File: src/rtl/dac_pkg.sv
// Constants and state encoding shared by the DAC-side sample sources
// (sine lookup, arbitrary-waveform buffer, DAC control mux).
package dac_pkg;

    localparam int SAMPLE_W      = 8;
    localparam int DEPTH_DEFAULT = 32;

    typedef enum logic {
        ST_IDLE = 1'b0,
        ST_PLAY = 1'b1
    } awg_state_t;

endpackage

File: src/rtl/awg_sample_buffer_if.sv
// Load/playback bus of the arbitrary-waveform buffer. The master loads bytes
// and controls playback; the slave (the buffer) returns the sample stream.
interface awg_sample_buffer_if #(
    parameter int DEPTH = dac_pkg::DEPTH_DEFAULT
) ();
    localparam int AW = $clog2(DEPTH);

    logic                         wr_en;
    logic [dac_pkg::SAMPLE_W-1:0] wr_data;
    logic                         wr_clear;
    logic                         run;
    logic [7:0]                   divider;
    logic [dac_pkg::SAMPLE_W-1:0] sample;
    logic                         sample_stb;
    logic                         wrap;
    logic [AW:0]                  length;
    logic                         full;
    logic                         wr_err;

    modport master (
        output wr_en, wr_data, wr_clear, run, divider,
        input  sample, sample_stb, wrap, length, full, wr_err
    );

    modport slave (
        input  wr_en, wr_data, wr_clear, run, divider,
        output sample, sample_stb, wrap, length, full, wr_err
    );
endinterface

File: src/rtl/awg_sample_ram.sv
// DEPTH x SAMPLE_W sample store: synchronous write, asynchronous read, no reset.
module awg_sample_ram import dac_pkg::*; #(
    parameter  int DEPTH = DEPTH_DEFAULT,
    localparam int AW    = $clog2(DEPTH)
) (
    input  logic                clk,
    input  logic                we,
    input  logic [AW-1:0]       waddr,
    input  logic [SAMPLE_W-1:0] wdata,
    input  logic [AW-1:0]       raddr,
    output logic [SAMPLE_W-1:0] rdata
);
    logic [SAMPLE_W-1:0] mem [DEPTH];

    always_ff @(posedge clk) begin
        if (we) mem[waddr] <= wdata;
    end

    assign rdata = mem[raddr];
endmodule

File: src/rtl/awg_sample_buffer.sv
// Arbitrary-waveform source: bytes are appended in IDLE, then replayed
// cyclically in PLAY with one sample every divider+1 clocks.
module awg_sample_buffer import dac_pkg::*; #(
    parameter  int DEPTH = DEPTH_DEFAULT,
    localparam int AW    = $clog2(DEPTH)
) (
    input logic               clk,
    input logic               n_rst,
    awg_sample_buffer_if.slave bus
);
    awg_state_t          state, state_nxt;
    logic [AW:0]         length;
    logic [AW-1:0]       rd_ptr;
    logic [7:0]          cnt;
    logic [SAMPLE_W-1:0] sample;
    logic                sample_stb;
    logic                wrap;
    logic                wr_err;
    logic [SAMPLE_W-1:0] rdata;
    logic                full_w;

    logic do_write, do_clear, go_play, do_step, wr_rej;

    assign full_w = (length == (AW+1)'(DEPTH));

    // Write address is the current fill level; rd_ptr < length keeps reads
    // inside the written region.
    awg_sample_ram #(.DEPTH(DEPTH)) u_ram (
        .clk   (clk),
        .we    (do_write),
        .waddr (length[AW-1:0]),
        .wdata (bus.wr_data),
        .raddr (rd_ptr),
        .rdata (rdata)
    );

    always_ff @(posedge clk or posedge n_rst) begin
        if (n_rst) state <= ST_IDLE;
        else       state <= state_nxt;
    end

    always_comb begin
        state_nxt = state;
        case (state)
            ST_IDLE: if (go_play)  state_nxt = ST_PLAY;
            ST_PLAY: if (!bus.run) state_nxt = ST_IDLE;
            default: state_nxt = ST_IDLE;
        endcase
    end

    // A clear in the same cycle as run would leave an empty buffer in PLAY,
    // so it blocks entry as well as the write.
    always_comb begin
        do_write = 1'b0;
        do_clear = 1'b0;
        go_play  = 1'b0;
        do_step  = 1'b0;
        wr_rej   = 1'b0;
        case (state)
            ST_IDLE: begin
                do_clear = bus.wr_clear;
                do_write = bus.wr_en && !bus.wr_clear && !full_w;
                wr_rej   = bus.wr_en && !bus.wr_clear &&  full_w;
                go_play  = bus.run && (length != '0) && !bus.wr_clear;
            end
            ST_PLAY: begin
                do_step  = bus.run && (cnt == 8'd0);
                wr_rej   = bus.wr_en;
            end
            default: ;
        endcase
    end

    always_ff @(posedge clk or posedge n_rst) begin
        if (n_rst) begin
            length     <= '0;
            rd_ptr     <= '0;
            cnt        <= 8'd0;
            sample     <= '0;
            sample_stb <= 1'b0;
            wrap       <= 1'b0;
            wr_err     <= 1'b0;
        end else begin
            wr_err     <= wr_rej;
            sample_stb <= do_step;
            wrap       <= do_step && (rd_ptr == '0);

            if (do_clear)      length <= '0;
            else if (do_write) length <= length + (AW+1)'(1);

            if (go_play) begin
                rd_ptr <= '0;
                cnt    <= 8'd0;
            end else if (state == ST_PLAY && bus.run) begin
                if (cnt == 8'd0) begin
                    sample <= rdata;
                    cnt    <= bus.divider;
                    rd_ptr <= ({1'b0, rd_ptr} == length - (AW+1)'(1)) ? '0
                                                                      : rd_ptr + AW'(1);
                end else begin
                    cnt <= cnt - 8'd1;
                end
            end
        end
    end

    assign bus.sample     = sample;
    assign bus.sample_stb = sample_stb;
    assign bus.wrap       = wrap;
    assign bus.length     = length;
    assign bus.full       = full_w;
    assign bus.wr_err     = wr_err;
endmodule

File: src/flat_wrapper.sv
// flat-port wrapper written by rule: the top's interface ports become plain ports
module awg_sample_buffer_flat import dac_pkg::*;
#(
    parameter  int DEPTH = DEPTH_DEFAULT,
    localparam int AW    = $clog2(DEPTH)
)
  (clk, n_rst, bus_wr_en, bus_wr_data, bus_wr_clear, bus_run, bus_divider, bus_sample, bus_sample_stb, bus_wrap, bus_length, bus_full, bus_wr_err);
  awg_sample_buffer_if #(.DEPTH(DEPTH)) bus_i ();
  input logic clk;
  input logic n_rst;
  input wire logic [$bits(bus_i.wr_en)-1:0] bus_wr_en;
  input wire logic [$bits(bus_i.wr_data)-1:0] bus_wr_data;
  input wire logic [$bits(bus_i.wr_clear)-1:0] bus_wr_clear;
  input wire logic [$bits(bus_i.run)-1:0] bus_run;
  input wire logic [$bits(bus_i.divider)-1:0] bus_divider;
  output wire logic [$bits(bus_i.sample)-1:0] bus_sample;
  output wire logic [$bits(bus_i.sample_stb)-1:0] bus_sample_stb;
  output wire logic [$bits(bus_i.wrap)-1:0] bus_wrap;
  output wire logic [$bits(bus_i.length)-1:0] bus_length;
  output wire logic [$bits(bus_i.full)-1:0] bus_full;
  output wire logic [$bits(bus_i.wr_err)-1:0] bus_wr_err;
  assign bus_i.wr_en = bus_wr_en;
  assign bus_i.wr_data = bus_wr_data;
  assign bus_i.wr_clear = bus_wr_clear;
  assign bus_i.run = bus_run;
  assign bus_i.divider = bus_divider;
  assign bus_sample = bus_i.sample;
  assign bus_sample_stb = bus_i.sample_stb;
  assign bus_wrap = bus_i.wrap;
  assign bus_length = bus_i.length;
  assign bus_full = bus_i.full;
  assign bus_wr_err = bus_i.wr_err;
  awg_sample_buffer #(.DEPTH(DEPTH)) u_core (.clk(clk), .n_rst(n_rst), .bus(bus_i));
endmodule
File: config.mk
export PLATFORM = sky130hd
export DESIGN_NAME = awg_sample_buffer_flat
export DESIGN_NICKNAME = d
export VERILOG_FILES = /design/src/rtl/dac_pkg.sv /design/src/rtl/awg_sample_buffer_if.sv /design/src/rtl/awg_sample_ram.sv /design/src/rtl/awg_sample_buffer.sv /design/src/flat_wrapper.sv
export SDC_FILE = /design/constraint.sdc
export NUM_CORES = 1
export LEC_CHECK = 0
export CORE_MARGIN = 1
export CORE_UTILIZATION = 55
export DETAILED_ROUTE_END_ITERATION = 10
export GPL_ROUTABILITY_DRIVEN = 0
export PLACE_DENSITY = 0.76
export SLEW_MARGIN = 15
export SYNTH_ARGS = -nofsm -noshare
export SYNTH_HDL_FRONTEND = slang
export SYNTH_SLANG_ARGS = --single-unit
File: constraint.sdc
create_clock -name clk -period 2.5 [get_ports clk]
set_clock_uncertainty 0.2 [all_clocks]
set_input_delay 0.75 -clock clk [delete_from_list [all_inputs] [get_ports clk]]
set_output_delay 0.75 -clock clk [all_outputs]
set_load 0.005 [all_outputs]
# Yosys cells after proc, flatten, opt, wreduce, memory -nomap -nowiden

Memory sizes are Yosys's and may differ from the RTL's. A register that Yosys moved wholly into a read port is not among the register bits.
Cells that the tools add are included.

Memory bits (writable): 256
Register bits: 23
Input port bits: 21
Logic and storage cells: 53
Memories: 1

Equal/unequal tests: 2
$add $sub $neg: 4
Reductions and logical operators: 18
Mux-type cells: 19
Bitwise operators: 2

Memory list:

| memory           | words | width | rd ports | clocked after memory_dff | wr ports | line                 | text |
|---|---|---|---|---|---|---|---|
| u_core.u_ram.mem | 32    | 8     | 1        | 1                        | 1        | awg_sample_ram.sv:13 | `logic [SAMPLE_W-1:0] mem [DEPTH];` |

Operators with widths:

| cell                | number |
|---|---|
| $mux 8              | 3 |
| $mux 5              | 4 |
| $mux 6              | 2 |
| $logic_and 1x1->1   | 8 |
| $logic_not 8->1     | 1 |
| $mux 1              | 8 |
| $sub 8x1->8 const B | 1 |
| $add 6x1->6 const B | 1 |
| $eq 5x6->1          | 1 |
| $eq 6x6->1 const B  | 1 |
| $reduce_bool 2->1   | 3 |
| $reduce_bool 6->1   | 1 |
| $sub 6x1->6 const B | 1 |
| $add 5x1->5 const B | 1 |
| $logic_not 5->1     | 1 |
| $pmux 1 s2          | 2 |
| $reduce_and 3->1    | 1 |
| $logic_not 1->1     | 2 |
| $not 1->1           | 2 |
| $reduce_and 2->1    | 1 |

# Depth between registers and ports, before layout

Word-level depth: 6
Mapped depth: 9
Gate-level depth less buffers: 7

# Cells and area by module

Synthesis repeated with hierarchy kept, for this count alone.

Cell total of the unflattened synthesis: 581
Area, all modules: 11,639.9 µm²

Modules (own cells, without submodules):

| module            | cells each | instances | seq. area each (µm²) | area each (µm²) |
|---|---|---|---|---|
| awg_sample_ram    | 409        | 1         | 7,687.4              | 9,893.2 |
| awg_sample_buffer | 172        | 1         | 775.7                | 1,746.7 |

# Worst setup path before layout

No wires, ideal clock.

Kind: input-to-reg
From: input port bus_wr_clear
To: memory u_core.u_ram.mem[0][0] (enable)
Stages: 2
Path slack: -0.225 ns
Arrival: 2.127 ns
Library setup time: 0.398 ns
Data required time: 1.902 ns
Path buffers: 0
Cells stage by stage: or3b_1 nor4b_1

Word-level cells in the longest chain between the ends: 6

RTL lines:

| item                            | line                    | text |
|---|---|---|
| start, declared                 | flat_wrapper.sv:13      | `input wire logic [$bits(bus_i.wr_clear)-1:0] bus_wr_clear;` |
| $logic_not 1->1                 | awg_sample_buffer.sv:62 | `do_write = bus.wr_en && !bus.wr_clear && !full_w;` |
| $logic_and 1x1->1 (2 in series) | awg_sample_buffer.sv:62 |  |
| $mux 1                          | awg_sample_buffer.sv:59 | `case (state)` |
| $mux 1                          | awg_sample_ram.sv:16    | `if (we) mem[waddr] <= wdata;` |
| $mux 1 (implied by the code)    | awg_sample_ram.sv:16    |  |
| end, declared                   | awg_sample_ram.sv:13    |  |

No other way between the ends.

# Worst setup path after layout

From: register u_core.length[0], in the netlist u_core.bus.length[0]
To: output port bus_full

Word-level cells in the longest chain between the ends: 1

RTL lines:

| item                   | line                    | text |
|---|---|---|
| start, declared        | awg_sample_buffer.sv:12 | `logic [AW:0] length;` |
| start signal, assigned | awg_sample_buffer.sv:89 | `else if (do_write) length <= length + (AW+1)'(1);` |
| $eq 6x6->1             | awg_sample_buffer.sv:24 | `assign full_w = (length == (AW+1)'(DEPTH));` |
| end, declared          | flat_wrapper.sv:20      | `output wire logic [$bits(bus_i.full)-1:0] bus_full;` |

No other way between the ends.

==> metrics.cfg <==
[power]
vdd_drop_max_mv=0.7767
total_power_mw=13.14
power_leakage_nw=4.948
p_per_area_mw_per_mm2=917.4

[yosys]
syn_area_mm2=0.01169
synthTopCellsByArea=edfxtp_1 (66%), mux4_2 (12%), dfrtp_1 (6.6%)
yosys_register_bits=287
async_reset_ff_share_pct=10.80
syn_inst=661
synth.largest_area_cell=edfxtp_1
synth_edf_count=256
synth_warnings=0
yosys.area.top_type_share_pct=65.74
yosysSeqAreaShare_pct=72.37
synth_fp_nets=690
synth.avg_cell_area_um2=17.69
synthFlopType=edfxtp_1
synth_cell_types=55

[critical_path]
reg2reg_to=u_core.rd_ptr[0]
crit_end=bus_full
start_kind=flop
slowest_stage=dfrtp_1
crit_chain=inv_2 -> ha_4 -> nor4b_4 -> nand2_1 -> inv_1 -> buf_2
crit_path_end_kind=primary output
crit_arrival_ps=1640
critical_path_depth=6
setup.worst_path.start=u_core.bus.length[0]
path_class=reg -> out
worstRegToRegCells=5
r2r_slack_ps=20
slowest_delay_ps=380
required_ps=1550
path_max_fanout=2
reg2reg_from=u_core.cnt[2]
critical-path-top-delay-family=flip-flops
crit_buf_inv=3

[route]
wl_per_cell_um=26.25
drt_iter0_drc=715
vias_per_cell=6.382
drc=0
dr.pass1.iters=5
routed_wirelength_mm=28.46
ant_nets=0
vias=6918

[cts]
worst_skew_pair.late_latency_ps=530
cts_root_buf=clkbuf_16
cts_max_path_buffers=3
cts.reportedPaths.clkPinSlew_ps=60
cts_buffers=28
htreeDepth=1
clock-sinks=287
cts_tree=built
hold_buffers=0

[place]
dp_slack_ps=-581.2
numPortBuffers=38
placed_cell_area_mm2=0.01306
hpwl_mm=17.71

[sta]
fmax_mhz=385.6
relSlewSlack_pct=48.33
hold_ws_ps=319.9
tightest_slew_ps=766.9
setup_slack_ps=-93.38
tns_ps=-134.1
drv_slew=0
hold_viol_final=0
post-route-min-period_ps=2593
post-route-period-util_pct=103.7
rsz0062_at_grt=true
setup_violations=2

[global_route]
grt_max_degree=33
grt_pass1_wl_mm=43.15
track_usage_pct=26.95
overflow=0
antenna_found_initial=0
grt_pass1_vias=7085

[final_layout]
fin_nets=821
area_delta_synth_final_pct=22.50
drive_above_1_share_pct=28.99
layout_common_cells=edfxtp_1 (256), buf_4 (77), mux4_2 (64)
diodes=0
fill_cells=1271
design_area_mm2=0.01433
final_common_cell=edfxtp_1

[outcome]
violations=setup timing
outcome=complete, but fails checks

[floorplanning]
initial_utilization_pct=56.88
ios=39
die_x_um=147.8
die_area_mm2=0.02185
coreArea_mm2=0.02056
die_h_um=147.8
num_rows=52

[hold_path]
hold_class=reg -> reg

[job]
drv_cap=0

## worst reg2reg max path: stages, from the launching register on
cell      delay (ps)
dfrtp_1          450
or3_4            460
or4_4            670
clkinv_1         190
o21ai_1          150
o21ai_1          260
## cell type report
cell class / count / area (µm²) / area share, %
clock buffers: 43 / 828.3 / 5.782
inverters: 15 / 56.30 / 0.3930
multi-input cells: 322 / 3079 / 21.50
clock inverters: 9 / 173.9 / 1.214
flip-flops and latches: 287 / 8473 / 59.15
repair buffers: 138 / 1376 / 9.608
well taps: 270 / 337.8 / 2.358
## power by group
group	total [mW]	internal, mW	switching, mW
Clock	4.49	2.79	1.70
Combinational	3.04	1.56	1.48
Sequential	5.62	5.40	0.223
Total	13.1	9.74	3.40
## registers in the layout, summed over array words and instances, names as in the netlist
register and count:
u_core.bus.sample 8, u_core.u_ram.mem 256, u_core.bus.wrap 1, u_core.bus.sample_stb 1, u_core.state 1, u_core.bus.wr_err 1, u_core.cnt 8, u_core.bus.length 6
u_core.rd_ptr 5
## metal layers
layer / routed length, µm / part of all wire (%) / vias to the layer above / global-route usage (%)
met5: 0 / 0 / - / 0
met4: 754 / 2.6 / 0 / 7.165
met3: 2396 / 8.4 / 59 / 4.043
met2: 14200 / 50 / 398 / 44.43
met1: 11110 / 39 / 3552 / 38.07
li1: - / - / 2909 / -
## Yosys cell counts, drive strengths merged (6+ instances only)
| library cell | instances |
|---|---|
| a211oi | 11 |
| a22o | 9 |
| a311oi | 8 |
| a31oi | 9 |
| and2 | 10 |
| buf | 15 |
| clkbuf | 22 |
| dfrtp | 31 |
| edfxtp | 256 |
| ha | 8 |
| inv | 13 |
| mux2i | 6 |
| mux4 | 64 |
| nand2 | 52 |
| nand3 | 6 |
| nor2 | 45 |
| o21ai | 16 |
| o22ai | 11 |
## what timing repair did
action,CTS,global route
buffers inserted,7,4
cloned,2,0
resized for setup,18,21
pin swaps,2,2
setup endpoints to repair,62,180
## cell families (layout without fill, tap and decap cells)
family	after synthesis	count (layout)	synth area share, %
fa+ha+maj	8	8	0.8560
flops	287	287	72.37
simple gates	154	154	6.516
xor+xnor	7	7	0.5243
buf+inv	52	205	1.915
mux	71	71	12.94
compound gates	82	82	4.879
## metrics by stage
stage / cells / utilization (%)
2_1_floorplan: 661 / -
3_3_place_gp: 1019 / 63.53
3_5_place_dp: 1019 / 63.53
4_1_cts: 1080 / 69.18
5_1_grt: 1084 / 69.68
6_report: 1084 / 69.68
## worst min path at each step
stage,from,to,slack (ps),cells past startpoint
after floorplan,u_core.cnt[7],u_core.cnt[7],240,1
after global placement,u_core.cnt[7],u_core.cnt[7],270,1
after detailed placement,u_core.cnt[7],u_core.cnt[7],280,1
after CTS,u_core.cnt[7],u_core.cnt[7],290,1
after global routing,bus_wr_en,u_core.bus.wr_err,330,2
final,u_core.bus.sample[5],u_core.bus.sample[5],320,1
Note: power is estimated with default switching activity, not from simulation.
